### src/rtl/hawk_axird_arb_pkg.sv
// Shared types and helpers for the hawk N-master AXI4 read arbiter.
package hacd_pkg;

  // Arbitration mode as driven on prio_mode_i.
  typedef enum logic {
    HAWK_ARB_RR   = 1'b0,
    HAWK_ARB_PRIO = 1'b1
  } hawk_arb_mode_e;

  localparam int HAWK_ARB_MAX_MSTR = 8;
  // Outstanding-burst counter width; MAX_OUTSTD is capped at 15 so it always fits.
  localparam int HAWK_ARB_CNT_W    = 4;

  // AR payload at the default configuration (ID_W=4 plus up to 3 tag bits, 64-bit address).
  typedef struct packed {
    logic [6:0]  id;
    logic [63:0] addr;
    logic [7:0]  len;
  } hawk_arb_ar_t;

  // Single-step modulo: v is always below 2*n at every call site.
  function automatic int hawk_arb_wrap(input int v, input int n);
    return (v >= n) ? v - n : v;
  endfunction

endpackage

### src/rtl/hawk_axird_arb_if.sv
// AR/R bus bundle for the arbiter: s_* faces the upstream masters, m_* faces the MC.
// 'slave' is the arbiter's view, 'master' is the environment's view.
interface hawk_axird_arb_if #(
  parameter int NUM_MSTR = 2,
  parameter int ADDR_W   = 64,
  parameter int DATA_W   = 512,
  parameter int ID_W     = 4
);
  localparam int SEL_W = $clog2(NUM_MSTR);

  logic [NUM_MSTR-1:0][ID_W-1:0]   s_arid;
  logic [NUM_MSTR-1:0][ADDR_W-1:0] s_araddr;
  logic [NUM_MSTR-1:0][7:0]        s_arlen;
  logic [NUM_MSTR-1:0]             s_arvalid;
  logic [NUM_MSTR-1:0]             s_arready;
  logic [ID_W-1:0]                 s_rid;
  logic [DATA_W-1:0]               s_rdata;
  logic [1:0]                      s_rresp;
  logic                            s_rlast;
  logic [NUM_MSTR-1:0]             s_rvalid;
  logic [NUM_MSTR-1:0]             s_rready;

  logic [ID_W+SEL_W-1:0]           m_arid;
  logic [ADDR_W-1:0]               m_araddr;
  logic [7:0]                      m_arlen;
  logic                            m_arvalid;
  logic                            m_arready;
  logic [ID_W+SEL_W-1:0]           m_rid;
  logic [DATA_W-1:0]               m_rdata;
  logic [1:0]                      m_rresp;
  logic                            m_rlast;
  logic                            m_rvalid;
  logic                            m_rready;

  modport slave (
    input  s_arid, s_araddr, s_arlen, s_arvalid, s_rready,
           m_arready, m_rid, m_rdata, m_rresp, m_rlast, m_rvalid,
    output s_arready, s_rid, s_rdata, s_rresp, s_rlast, s_rvalid,
           m_arid, m_araddr, m_arlen, m_arvalid, m_rready
  );

  modport master (
    output s_arid, s_araddr, s_arlen, s_arvalid, s_rready,
           m_arready, m_rid, m_rdata, m_rresp, m_rlast, m_rvalid,
    input  s_arready, s_rid, s_rdata, s_rresp, s_rlast, s_rvalid,
           m_arid, m_araddr, m_arlen, m_arvalid, m_rready
  );

endinterface

### src/rtl/hawk_rr_arbiter.sv
// Combinational round-robin arbiter with optional single-master priority override.
module hawk_rr_arbiter
  import hacd_pkg::*;
#(
  parameter  int N     = 2,
  localparam int SEL_W = $clog2(N)
) (
  input  logic [N-1:0]     req,
  input  logic             prio_en,
  input  logic [SEL_W-1:0] prio_idx,
  input  logic [SEL_W-1:0] ptr,
  output logic [N-1:0]     gnt,
  output logic [SEL_W-1:0] idx
);

  // Priority master first (if requesting), otherwise first requester at or above ptr with wrap.
  always_comb begin
    logic found;
    int   j;
    found = 1'b0;
    j     = 0;
    gnt   = '0;
    idx   = '0;
    for (int i = 0; i < N; i++) begin
      if (prio_en && !found && prio_idx == SEL_W'(i) && req[i]) begin
        found = 1'b1;
        idx   = SEL_W'(i);
      end
    end
    for (int k = 0; k < N; k++) begin
      j = hawk_arb_wrap(int'(ptr) + k, N);
      if (!found && req[j]) begin
        found = 1'b1;
        idx   = SEL_W'(j);
      end
    end
    if (found) gnt[idx] = 1'b1;
  end

endmodule

### src/rtl/hawk_axird_arb.sv
// N-master AXI4 read arbiter: grants AR into a one-entry output register, tags
// m_arid with the master index, steers R beats back by tag and caps in-flight bursts.
module hawk_axird_arb
  import hacd_pkg::*;
#(
  parameter  int NUM_MSTR   = 2,
  parameter  int ADDR_W     = 64,
  parameter  int DATA_W     = 512,
  parameter  int ID_W       = 4,
  parameter  int MAX_OUTSTD = 4,
  localparam int SEL_W      = $clog2(NUM_MSTR)
) (
  input  logic                clk_i,
  input  logic                rst_ni,
  hawk_axird_arb_if.slave     bus,
  input  logic                prio_mode_i,
  input  logic [SEL_W-1:0]    prio_mstr_i,
  input  logic [NUM_MSTR-1:0] mstr_block_i,
  output logic                rid_err_o,
  output logic                idle_o
);

  if (NUM_MSTR < 2 || NUM_MSTR > HAWK_ARB_MAX_MSTR) begin : g_bad_num
    $error("hawk_axird_arb: NUM_MSTR out of range");
  end
  if (MAX_OUTSTD < 1 || MAX_OUTSTD > 15) begin : g_bad_outstd
    $error("hawk_axird_arb: MAX_OUTSTD out of range");
  end

  typedef struct packed {
    logic [ID_W+SEL_W-1:0] id;
    logic [ADDR_W-1:0]     addr;
    logic [7:0]            len;
  } ar_t;

  ar_t                                        ar_q;
  logic                                       ar_vld;
  logic [SEL_W-1:0]                           rr_ptr;
  logic [NUM_MSTR-1:0][HAWK_ARB_CNT_W-1:0]    cnt;
  logic [NUM_MSTR-1:0]                        elig, gnt, ar_acc, r_done, rvld;
  logic [SEL_W-1:0]                           gidx, rsel;
  logic                                       load, rtag_ok, rrdy, prio_en;

  // A master may compete only while requesting, unblocked and below its burst cap.
  always_comb begin
    for (int i = 0; i < NUM_MSTR; i++)
      elig[i] = bus.s_arvalid[i] & ~mstr_block_i[i] &
                (cnt[i] < HAWK_ARB_CNT_W'(MAX_OUTSTD));
  end

  assign prio_en = (hawk_arb_mode_e'(prio_mode_i) == HAWK_ARB_PRIO);

  hawk_rr_arbiter #(.N(NUM_MSTR)) u_arb (
    .req      (elig),
    .prio_en  (prio_en),
    .prio_idx (prio_mstr_i),
    .ptr      (rr_ptr),
    .gnt      (gnt),
    .idx      (gidx)
  );

  // The output register takes a new AR when empty or draining this cycle.
  assign load          = ~ar_vld | bus.m_arready;
  assign ar_acc        = load ? gnt : '0;
  assign bus.s_arready = ar_acc;

  // AR output register and round-robin pointer.
  always_ff @(posedge clk_i or negedge rst_ni) begin
    if (!rst_ni) begin
      ar_vld <= 1'b0;
      ar_q   <= '0;
      rr_ptr <= '0;
    end else if (load) begin
      ar_vld <= |gnt;
      if (|gnt) begin
        ar_q.id   <= {gidx, bus.s_arid[gidx]};
        ar_q.addr <= bus.s_araddr[gidx];
        ar_q.len  <= bus.s_arlen[gidx];
        rr_ptr    <= SEL_W'(hawk_arb_wrap(int'(gidx) + 1, NUM_MSTR));
      end
    end
  end

  assign bus.m_arid    = ar_q.id;
  assign bus.m_araddr  = ar_q.addr;
  assign bus.m_arlen   = ar_q.len;
  assign bus.m_arvalid = ar_vld;

  // R demux by tag; an out-of-range tag is sunk so the MC never stalls on it.
  always_comb begin
    rsel    = bus.m_rid[ID_W +: SEL_W];
    rtag_ok = (int'(rsel) < NUM_MSTR);
    rvld    = '0;
    rrdy    = ~rtag_ok;
    r_done  = '0;
    for (int i = 0; i < NUM_MSTR; i++) begin
      if (rtag_ok && rsel == SEL_W'(i)) begin
        rvld[i]   = bus.m_rvalid;
        rrdy      = bus.s_rready[i];
        r_done[i] = bus.m_rvalid & bus.s_rready[i] & bus.m_rlast;
      end
    end
  end

  assign bus.s_rvalid = rvld;
  assign bus.m_rready = rrdy;
  assign bus.s_rid    = bus.m_rid[ID_W-1:0];
  assign bus.s_rdata  = bus.m_rdata;
  assign bus.s_rresp  = bus.m_rresp;
  assign bus.s_rlast  = bus.m_rlast;

  // Per-master outstanding counters; simultaneous accept and completion cancel.
  for (genvar i = 0; i < NUM_MSTR; i++) begin : g_cnt
    always_ff @(posedge clk_i or negedge rst_ni) begin
      if (!rst_ni)
        cnt[i] <= '0;
      else if (ar_acc[i] && !r_done[i] && cnt[i] != '1)
        cnt[i] <= cnt[i] + HAWK_ARB_CNT_W'(1);
      else if (!ar_acc[i] && r_done[i] && cnt[i] != '0)
        cnt[i] <= cnt[i] - HAWK_ARB_CNT_W'(1);
    end
  end

  // Sticky flag for R beats carrying a tag no master owns.
  always_ff @(posedge clk_i or negedge rst_ni) begin
    if (!rst_ni)                         rid_err_o <= 1'b0;
    else if (bus.m_rvalid && !rtag_ok)   rid_err_o <= 1'b1;
  end

  assign idle_o = ~ar_vld & (cnt == '0);

endmodule

### src/flat_wrapper.sv
// flat-port wrapper written by rule: the top's interface ports become plain ports
module hawk_axird_arb_flat import hacd_pkg::*;
#(
  parameter  int NUM_MSTR   = 2,
  parameter  int ADDR_W     = 64,
  parameter  int DATA_W     = 512,
  parameter  int ID_W       = 4,
  parameter  int MAX_OUTSTD = 4,
  localparam int SEL_W      = $clog2(NUM_MSTR)
)
  (clk_i, rst_ni, prio_mode_i, prio_mstr_i, mstr_block_i, rid_err_o, idle_o, bus_s_arid, bus_s_araddr, bus_s_arlen, bus_s_arvalid, bus_s_rready, bus_m_arready, bus_m_rid, bus_m_rdata, bus_m_rresp, bus_m_rlast, bus_m_rvalid, bus_s_arready, bus_s_rid, bus_s_rdata, bus_s_rresp, bus_s_rlast, bus_s_rvalid, bus_m_arid, bus_m_araddr, bus_m_arlen, bus_m_arvalid, bus_m_rready);
  hawk_axird_arb_if #(.NUM_MSTR(NUM_MSTR), .ADDR_W(ADDR_W), .DATA_W(DATA_W), .ID_W(ID_W)) bus_i ();
  input  logic clk_i;
  input  logic rst_ni;
  input  logic prio_mode_i;
  input  logic [SEL_W-1:0] prio_mstr_i;
  input  logic [NUM_MSTR-1:0] mstr_block_i;
  output logic rid_err_o;
  output logic idle_o;
  input wire logic [$bits(bus_i.s_arid)-1:0] bus_s_arid;
  input wire logic [$bits(bus_i.s_araddr)-1:0] bus_s_araddr;
  input wire logic [$bits(bus_i.s_arlen)-1:0] bus_s_arlen;
  input wire logic [$bits(bus_i.s_arvalid)-1:0] bus_s_arvalid;
  input wire logic [$bits(bus_i.s_rready)-1:0] bus_s_rready;
  input wire logic [$bits(bus_i.m_arready)-1:0] bus_m_arready;
  input wire logic [$bits(bus_i.m_rid)-1:0] bus_m_rid;
  input wire logic [$bits(bus_i.m_rdata)-1:0] bus_m_rdata;
  input wire logic [$bits(bus_i.m_rresp)-1:0] bus_m_rresp;
  input wire logic [$bits(bus_i.m_rlast)-1:0] bus_m_rlast;
  input wire logic [$bits(bus_i.m_rvalid)-1:0] bus_m_rvalid;
  output wire logic [$bits(bus_i.s_arready)-1:0] bus_s_arready;
  output wire logic [$bits(bus_i.s_rid)-1:0] bus_s_rid;
  output wire logic [$bits(bus_i.s_rdata)-1:0] bus_s_rdata;
  output wire logic [$bits(bus_i.s_rresp)-1:0] bus_s_rresp;
  output wire logic [$bits(bus_i.s_rlast)-1:0] bus_s_rlast;
  output wire logic [$bits(bus_i.s_rvalid)-1:0] bus_s_rvalid;
  output wire logic [$bits(bus_i.m_arid)-1:0] bus_m_arid;
  output wire logic [$bits(bus_i.m_araddr)-1:0] bus_m_araddr;
  output wire logic [$bits(bus_i.m_arlen)-1:0] bus_m_arlen;
  output wire logic [$bits(bus_i.m_arvalid)-1:0] bus_m_arvalid;
  output wire logic [$bits(bus_i.m_rready)-1:0] bus_m_rready;
  assign bus_i.s_arid = bus_s_arid;
  assign bus_i.s_araddr = bus_s_araddr;
  assign bus_i.s_arlen = bus_s_arlen;
  assign bus_i.s_arvalid = bus_s_arvalid;
  assign bus_i.s_rready = bus_s_rready;
  assign bus_i.m_arready = bus_m_arready;
  assign bus_i.m_rid = bus_m_rid;
  assign bus_i.m_rdata = bus_m_rdata;
  assign bus_i.m_rresp = bus_m_rresp;
  assign bus_i.m_rlast = bus_m_rlast;
  assign bus_i.m_rvalid = bus_m_rvalid;
  assign bus_s_arready = bus_i.s_arready;
  assign bus_s_rid = bus_i.s_rid;
  assign bus_s_rdata = bus_i.s_rdata;
  assign bus_s_rresp = bus_i.s_rresp;
  assign bus_s_rlast = bus_i.s_rlast;
  assign bus_s_rvalid = bus_i.s_rvalid;
  assign bus_m_arid = bus_i.m_arid;
  assign bus_m_araddr = bus_i.m_araddr;
  assign bus_m_arlen = bus_i.m_arlen;
  assign bus_m_arvalid = bus_i.m_arvalid;
  assign bus_m_rready = bus_i.m_rready;
  hawk_axird_arb #(.NUM_MSTR(NUM_MSTR), .ADDR_W(ADDR_W), .DATA_W(DATA_W), .ID_W(ID_W), .MAX_OUTSTD(MAX_OUTSTD)) u_core (.clk_i(clk_i), .rst_ni(rst_ni), .bus(bus_i), .prio_mode_i(prio_mode_i), .prio_mstr_i(prio_mstr_i), .mstr_block_i(mstr_block_i), .rid_err_o(rid_err_o), .idle_o(idle_o));
endmodule
### config.mk
export PLATFORM = sky130hd
export DESIGN_NAME = hawk_axird_arb_flat
export DESIGN_NICKNAME = d
export VERILOG_FILES = /design/src/rtl/hawk_axird_arb_pkg.sv /design/src/rtl/hawk_axird_arb_if.sv /design/src/rtl/hawk_rr_arbiter.sv /design/src/rtl/hawk_axird_arb.sv /design/src/flat_wrapper.sv
export SDC_FILE = /design/constraint.sdc
export NUM_CORES = 1
export LEC_CHECK = 0
export BUFFER_PORTS_ARGS = -buffer_cell sky130_fd_sc_hd__buf_2
export CORE_AREA = 3 3 503 505
export DETAILED_ROUTE_END_ITERATION = 8
export DIE_AREA = 0 0 506 508
export SKIP_CTS_REPAIR_TIMING = 1
export SYNTH_ARGS = -nofsm -noshare
export SYNTH_HDL_FRONTEND = slang
export SYNTH_SLANG_ARGS = --single-unit
### constraint.sdc
create_clock -name clk_i -period 4.25 [get_ports clk_i]
set_clock_uncertainty 0.05 [all_clocks]
set_input_delay 0 -clock clk_i [delete_from_list [all_inputs] [get_ports clk_i]]
set_output_delay 0 -clock clk_i [all_outputs]
set_load 0.03 [all_outputs]
Word level (Yosys, flattened, before mapping)
Index checks and enable logic that the tools add are counted.

Bits in registers: 87. Bits of input ports: 684. Output and inout port bits: 604.

Add/subtract/negate cells: 9. $lt $le $gt $ge: 9. Equality and inequality tests: 2. Mux-type cells: 35. Bitwise operators: 14. Reduce and logical (&&, ||, !) cells: 30.

Operator list (number): 64-bit two-way mux (2); 32-bit by 3-bit < comparator with 1-bit output, second input constant (2); 32-bit two-way mux (2); 4-bit two-way mux (6); 1-bit two-way mux (20); 1-bit logical AND (16); 8-bit two-way mux (2); 1-bit bitwise AND (9); 4-bit by 1-bit adder with 4-bit output, second input constant (2); 8-bit logical NOT (1); 4-bit by 3-bit < comparator with 1-bit output, second input constant (2); 4-bit != test, second input constant (2); 4-bit nonzero test (2); 4-bit by 1-bit subtractor with 4-bit output, second input constant (2); 1-bit logical NOT (7); 1-bit by 1-bit adder with 2-bit output, second input constant (2); 2-bit >= comparator, second input constant (2); 2-bit two-way mux (2); 1-bit inverter (4); 2-bit nonzero test (2); 1-bit by 2-bit subtractor with 3-bit output, second input constant (1); 2-bit by 2-bit subtractor with 3-bit output, second input constant (1); 1-bit by 2-bit >= comparator with 1-bit output, second input constant (1); 1-bit by 2-bit < comparator with 1-bit output, second input constant (1); other kinds (6) (6).

Longest topological paths before layout
Depth after elaboration: 27. Depth in mapped cells: 9. Gate-level depth less buffers: 8.

Modules after synthesis
From an unflattened synthesis, not the netlist that was laid out.

Cell total of the unflattened synthesis: 932. Area, all modules: 8176.6 µm².

Modules (own cells, without submodules): hawk_axird_arb (times used 1, cells an instance 927, area each 8145.3 µm², sequential area each 2177.1 µm²); hawk_rr_arbiter (times used 1, cells an instance 5, area each 31.3 µm², sequential area each 0.0 µm²).

Worst setup path after synthesis
OpenSTA, ideal clock, no wires.

Kind: register to register. From: reg u_core.cnt[3] in the netlist's numbering. To: reg u_core.cnt[3] in the netlist's numbering. Setup time: 0.079 ns. Data arrival time: 2.547 ns. Required time: 4.121 ns. Setup slack: 1.574 ns. Stages on the path, launching flop included: 9. Clock period less this slack: 2.676 ns. Path through: dfrtp_1 or4b_4 a211oi_2 nand3_1 ha_1 a21o_1 a21oi_1 mux2i_1 xor2_1.

Word-level cells in the longest chain between the ends: 25.

Ends and longest elaborated chain: from (decl) (RTL line hawk_axird_arb.sv:39) `logic [NUM_MSTR-1:0][HAWK_ARB_CNT_W-1:0] cnt;`; from (signal, indexed assignment) (RTL line hawk_axird_arb.sv:118) `cnt[i] <= cnt[i] + HAWK_ARB_CNT_W'(1);`; from (signal, indexed assignment) (RTL line hawk_axird_arb.sv:120) `cnt[i] <= cnt[i] - HAWK_ARB_CNT_W'(1);`; 4-bit by 3-bit < comparator with 1-bit output (RTL line hawk_axird_arb.sv:48) `(cnt[i] < HAWK_ARB_CNT_W'(MAX_OUTSTD));`; 1-bit bitwise AND (RTL line hawk_axird_arb.sv:47) `elig[i] = bus.s_arvalid[i] & ~mstr_block_i[i] &`; 1-bit logical AND (RTL line hawk_rr_arbiter.sv:25) `if (prio_en && !found && prio_idx == SEL_W'(i) && req[i]) begin`; 1-bit two-way mux (RTL line hawk_rr_arbiter.sv:25); 1-bit logical NOT (RTL line hawk_rr_arbiter.sv:25); 1-bit logical AND (3 in a row) (RTL line hawk_rr_arbiter.sv:25); 1-bit two-way mux (RTL line hawk_rr_arbiter.sv:25); 1-bit logical NOT (RTL line hawk_rr_arbiter.sv:32) `if (!found && req[j]) begin`; [6 not listed]; 1-bit logical AND (not written as such) (RTL line hawk_rr_arbiter.sv:37) `if (found) gnt[idx] = 1'b1;`; 1-bit two-way mux (not written as such) (RTL line hawk_rr_arbiter.sv:37); 1-bit demux with 1-bit select (RTL line hawk_rr_arbiter.sv:37); 2-bit two-way mux (RTL line hawk_rr_arbiter.sv:37); 2-bit two-way mux (RTL line hawk_axird_arb.sv:64) `assign ar_acc = load ? gnt : '0;`; 1-bit logical NOT (RTL line hawk_axird_arb.sv:119) `else if (!ar_acc[i] && r_done[i] && cnt[i] != '0)`; 1-bit logical AND (2 in a row) (RTL line hawk_axird_arb.sv:119); 2-bit nonzero test (no line).

Several ways; a longest one is shown, not always the timed one. The select of a mux whose other input is x is not followed. A chain may end at the register's enable or synchronous reset.

Worst setup path in the final report
From: reg u_core.cnt[6] in the netlist's numbering. To: reg u_core.ar_q (netlist bit u_core.bus.m_araddr[31]).

Word-level cells in the longest chain between the ends: 17.

Ends and longest elaborated chain: 4-bit by 3-bit < comparator with 1-bit output * (RTL line hawk_axird_arb.sv:48); 1-bit bitwise AND * (RTL line hawk_axird_arb.sv:47); 1-bit two-way mux (not written as such) / 1-bit logical AND (equally long branches) (RTL line hawk_rr_arbiter.sv:32, hawk_rr_arbiter.sv:25); 1-bit two-way mux (on tied branches) (RTL line hawk_rr_arbiter.sv:32, hawk_rr_arbiter.sv:25); 1-bit two-way mux (not written as such) / 1-bit logical NOT (equally long branches) (RTL line hawk_rr_arbiter.sv:32); 1-bit logical AND (RTL line hawk_rr_arbiter.sv:32); 1-bit two-way mux (RTL line hawk_rr_arbiter.sv:32); 1-bit logical NOT (RTL line hawk_rr_arbiter.sv:32); 1-bit logical AND (RTL line hawk_rr_arbiter.sv:32); 1-bit two-way mux (RTL line hawk_rr_arbiter.sv:32); 1-bit by 2-bit < comparator with 1-bit output (not written as such) / 1-bit >= comparator (equally long branches) (RTL line hawk_rr_arbiter.sv:37); 1-bit logical AND (not written as such) (RTL line hawk_rr_arbiter.sv:37); 1-bit two-way mux (not written as such) (RTL line hawk_rr_arbiter.sv:37); 1-bit demux with 1-bit select (RTL line hawk_rr_arbiter.sv:37); 2-bit two-way mux (RTL line hawk_rr_arbiter.sv:37); 2-bit OR reduction (RTL line hawk_axird_arb.sv:75) `if (|gnt) begin`; 2-bit AND reduction (no line); to (decl) (RTL line hawk_axird_arb.sv:36) `ar_t ar_q;`.

Every way passes the cells marked *; elsewhere a longest branch is shown, timed or not. The select of a mux whose other input is x is not followed.

==> qor.txt <==
==================================================================================
Worst r2r path cells                                                             6
Core area                                                             249,000 um^2
GR Util All Layers                                                           13.5%
Iteration-0 DRC count of the detailed router                                   758
Detail Placement HPWL                                                       176 mm
Final number of max-transition violations                                        0
Distinct cell type count of the synthesized netlist                             31
Max clock buf depth                                                              2
Post-synthesis cell area                                                 7680 um^2
Reg-to-Reg End                                                        u_core.bus.m_araddr[31]
Fill count                                                                  29,200
Worst-Skew Late Latency                                                    0.40 ns
Max-capacitance violation count                                                  0
Total of flip-flops plus latches after synthesis                                87
Top-level port count                                                         1,288
Relative area change from synthesis to final layout                           113%
Share of final-layout standard cells stronger than drive strength 1          22.5%
Endpoint required time on the critical path                                4.56 ns
Routed WL                                                                   185 mm
Most common cell after layout, fill and taps aside                    dlygate4sd3_1
Power density normalized to cell area                                  458 nW/um^2
GP Congestion                                                                0.826
Share of synthesized flip-flops with an asynchronous set or reset             100%
Shortest clock period the worst path allows after layout                   3.32 ns
Clock-pin transition on the worst setup and hold timing paths              0.09 ns
Routed vias                                                                 10,100
Arrival time of the worst setup path                                       3.62 ns
Area of the die                                                       257,000 um^2
Number of levels in the clock H-tree                                             3
Fraction of the yosys area taken by sequential cells                         28.3%
Endpoint kind of the worst setup timing path                              register
Run status                                                            complete, no violations
Number of iterations in the first detailed-routing pass                          6
Slew @ Worst Pin                                                          0.863 ns
Number of setup violations in the final report                                   0
Instance count of the mapped netlist                                           838
Number of buffers created by CTS                                                 9
Antenna violations before repair                                               383
Remaining antenna violation count after routing                                  0
Multi-input gate area in the final layout                                1230 um^2
Reg2Reg Launch Point                                                  u_core.cnt[6]
Setup repair after global routing missed its margin                          false
Normalized max-slew margin                                                   42.2%
Post-Synthesis Net Count                                                     1,528
Class of the tightest hold or removal check                           primary input to async pin
Setup slack of the worst register-to-register path                         0.93 ns
Most used DFF post-synth                                                   dfrtp_1
Starting density of the core                                                 3.09%
Storage element area                                                     2180 um^2
Clock tree from TritonCTS                                                      yes
Row count                                                                      183
EDFF count, synth                                                                0
Peak fanout along the critical path                                             61
Via count of the first global-routing pass                                   5,220
End-of-flow core utilization                                                 6.59%
Chip height                                                                 508 um
Global route overflow                                                            0
Startpoint kind of the worst setup timing path                            register
I/O Buffers                                                                    250
Post-DR vias/cell                                                             2.17
Final clock period utilization by the worst path                             78.0%
Synth warn                                                                       0
Largest net degree at the start of global routing                               63
DRC violations left                                                              0
Post-Syn Area per Cell                                                   9.17 um^2
Peak VDD IR                                                                 461 uV
CTS sink count                                                                  87
Achievable clock frequency                                               0.302 GHz
Most used cells in the layout excluding fill and tap cells            673 x dlygate4sd3_1, 249 x buf_2, 87 x dfrtp_1
Accumulated negative setup slack                                              0 ns
Hold Vio Cnt, Final                                                              0
Critical path class                                                   register to register
Die width                                                                   506 um
Lkg Pwr                                                                 0.00588 uW
Cell at the root of the clock tree                                       clkbuf_16
Net count reported at finish                                                 1,921
Wire length of the first global-routing pass                                194 mm
Wire length per cell                                                       39.9 um
==================================================================================
-- per-layer routing --
metal / part of all wire (%) / global-route usage, %
met5: 0.45 / 0.889
met4: 2.6 / 3.06
met3: 18 / 25.6
met2: 43 / 20.4
met1: 36 / 5.59
-- cell usage after synthesis, types with 2 or more instances --
cell	n	area, um^2
ha_1	4	50.1
nand4_1	3	18.8
mux2_1	4	45.0
or4_1	2	15.0
buf_2	4	20.0
nor2b_1	2	12.5
fa_1	2	40.0
dfrtp_1	87	2180
mux2i_1	2	20.0
or3b_1	2	17.5
inv_1	79	297
a21oi_1	4	20.0
mux2_2	2	22.5
xor2_1	6	52.6
buf_4	520	3900
a21o_1	3	22.5
nand3_1	2	10.0
clkbuf_1	22	82.6
a222oi_1	76	761
-- cells by family (layout without fill, tap and decap cells) --
| kind of cell | count (synthesis) | after routing | share of synthesized area [%] |
|---|---|---|---|
| xor gates and xnor gates | 6 | 6 | 0.684 |
| DFF | 87 | 87 | 28.3 |
| other | 1 | 73 | 0.0488 |
| AOI/OAI and AO/OA | 86 | 86 | 10.9 |
| adders and majority gates | 6 | 6 | 1.17 |
| and+or+nand+nor | 19 | 19 | 1.77 |
| muxes | 8 | 8 | 1.14 |
| buffers and inverters | 625 | 1023 | 56.0 |
-- worst max-delay path: stages (launching register included) --
cell and delay, ns:
dfrtp_1 0.43, nor4b_1 0.69, o221a_4 0.58, buf_4 0.58, a222oi_1 0.19, dlygate4sd3_1 0.62, inv_1 0.06
-- flip-flops by register name, indices dropped and copies added (netlist names) --
register              flops
u_core.bus.m_arid         5
u_core.bus.m_arlen        8
u_core.rr_ptr             1
u_core.bus.m_arvalid      1
u_core.cnt                8
u_core.bus.m_araddr      64
-- layout make-up --
cell class,count,share of cell area (%)
Inverter,79,1.81
Timing Repair Buffer,928,49.0
Multi-Input combinational cell,126,7.50
Tap cell,3330,25.4
Sequential cell,87,13.3
Clock buffer,9,1.38
Clock inverter,7,0.458
Antenna cell,72,1.10
-- per-stage QoR --
step / hold slack, ns / total power [uW] / instances / setup slack, ns / area, um^2
6_report: 0.147 / 7500 / 4638 / 0.934 / 16400
2_1_floorplan: -0.346 / 3810 / 838 / 1.57 / 7680
5_1_grt: 0.215 / 7930 / 4599 / 0.735 / 16300
3_3_place_gp: -0.0496 / 4750 / 3877 / 1.15 / 9160
4_1_cts: -0.388 / 5710 / 3893 / 0.911 / 9460
3_5_place_dp: -0.0496 / 4820 / 3877 / 0.945 / 9160
-- how the worst max path moves through the flow --
stage | from | endpoint | slack (ns) | cells after the start
floorplan | u_core.cnt[3] | u_core.cnt[3] | 1.57 | 8
global placement | u_core.cnt[6] | u_core.cnt[7] | 1.15 | 8
detailed placement | u_core.cnt[6] | u_core.cnt[7] | 0.95 | 8
CTS | u_core.cnt[6] | u_core.cnt[7] | 0.91 | 8
global route | u_core.cnt[7] | u_core.cnt[7] | 0.74 | 8
finish | u_core.cnt[6] | u_core.bus.m_araddr[31] | 0.93 | 6
-- power breakdown --
part / switching [uW] / internal (uW) / total, uW
registers: 297 / 1220 / 1520
logic: 3510 / 1600 / 5110
clock network: 454 / 416 / 870
total: 4270 / 3240 / 7500
Power figures use the tool's default switching activity.
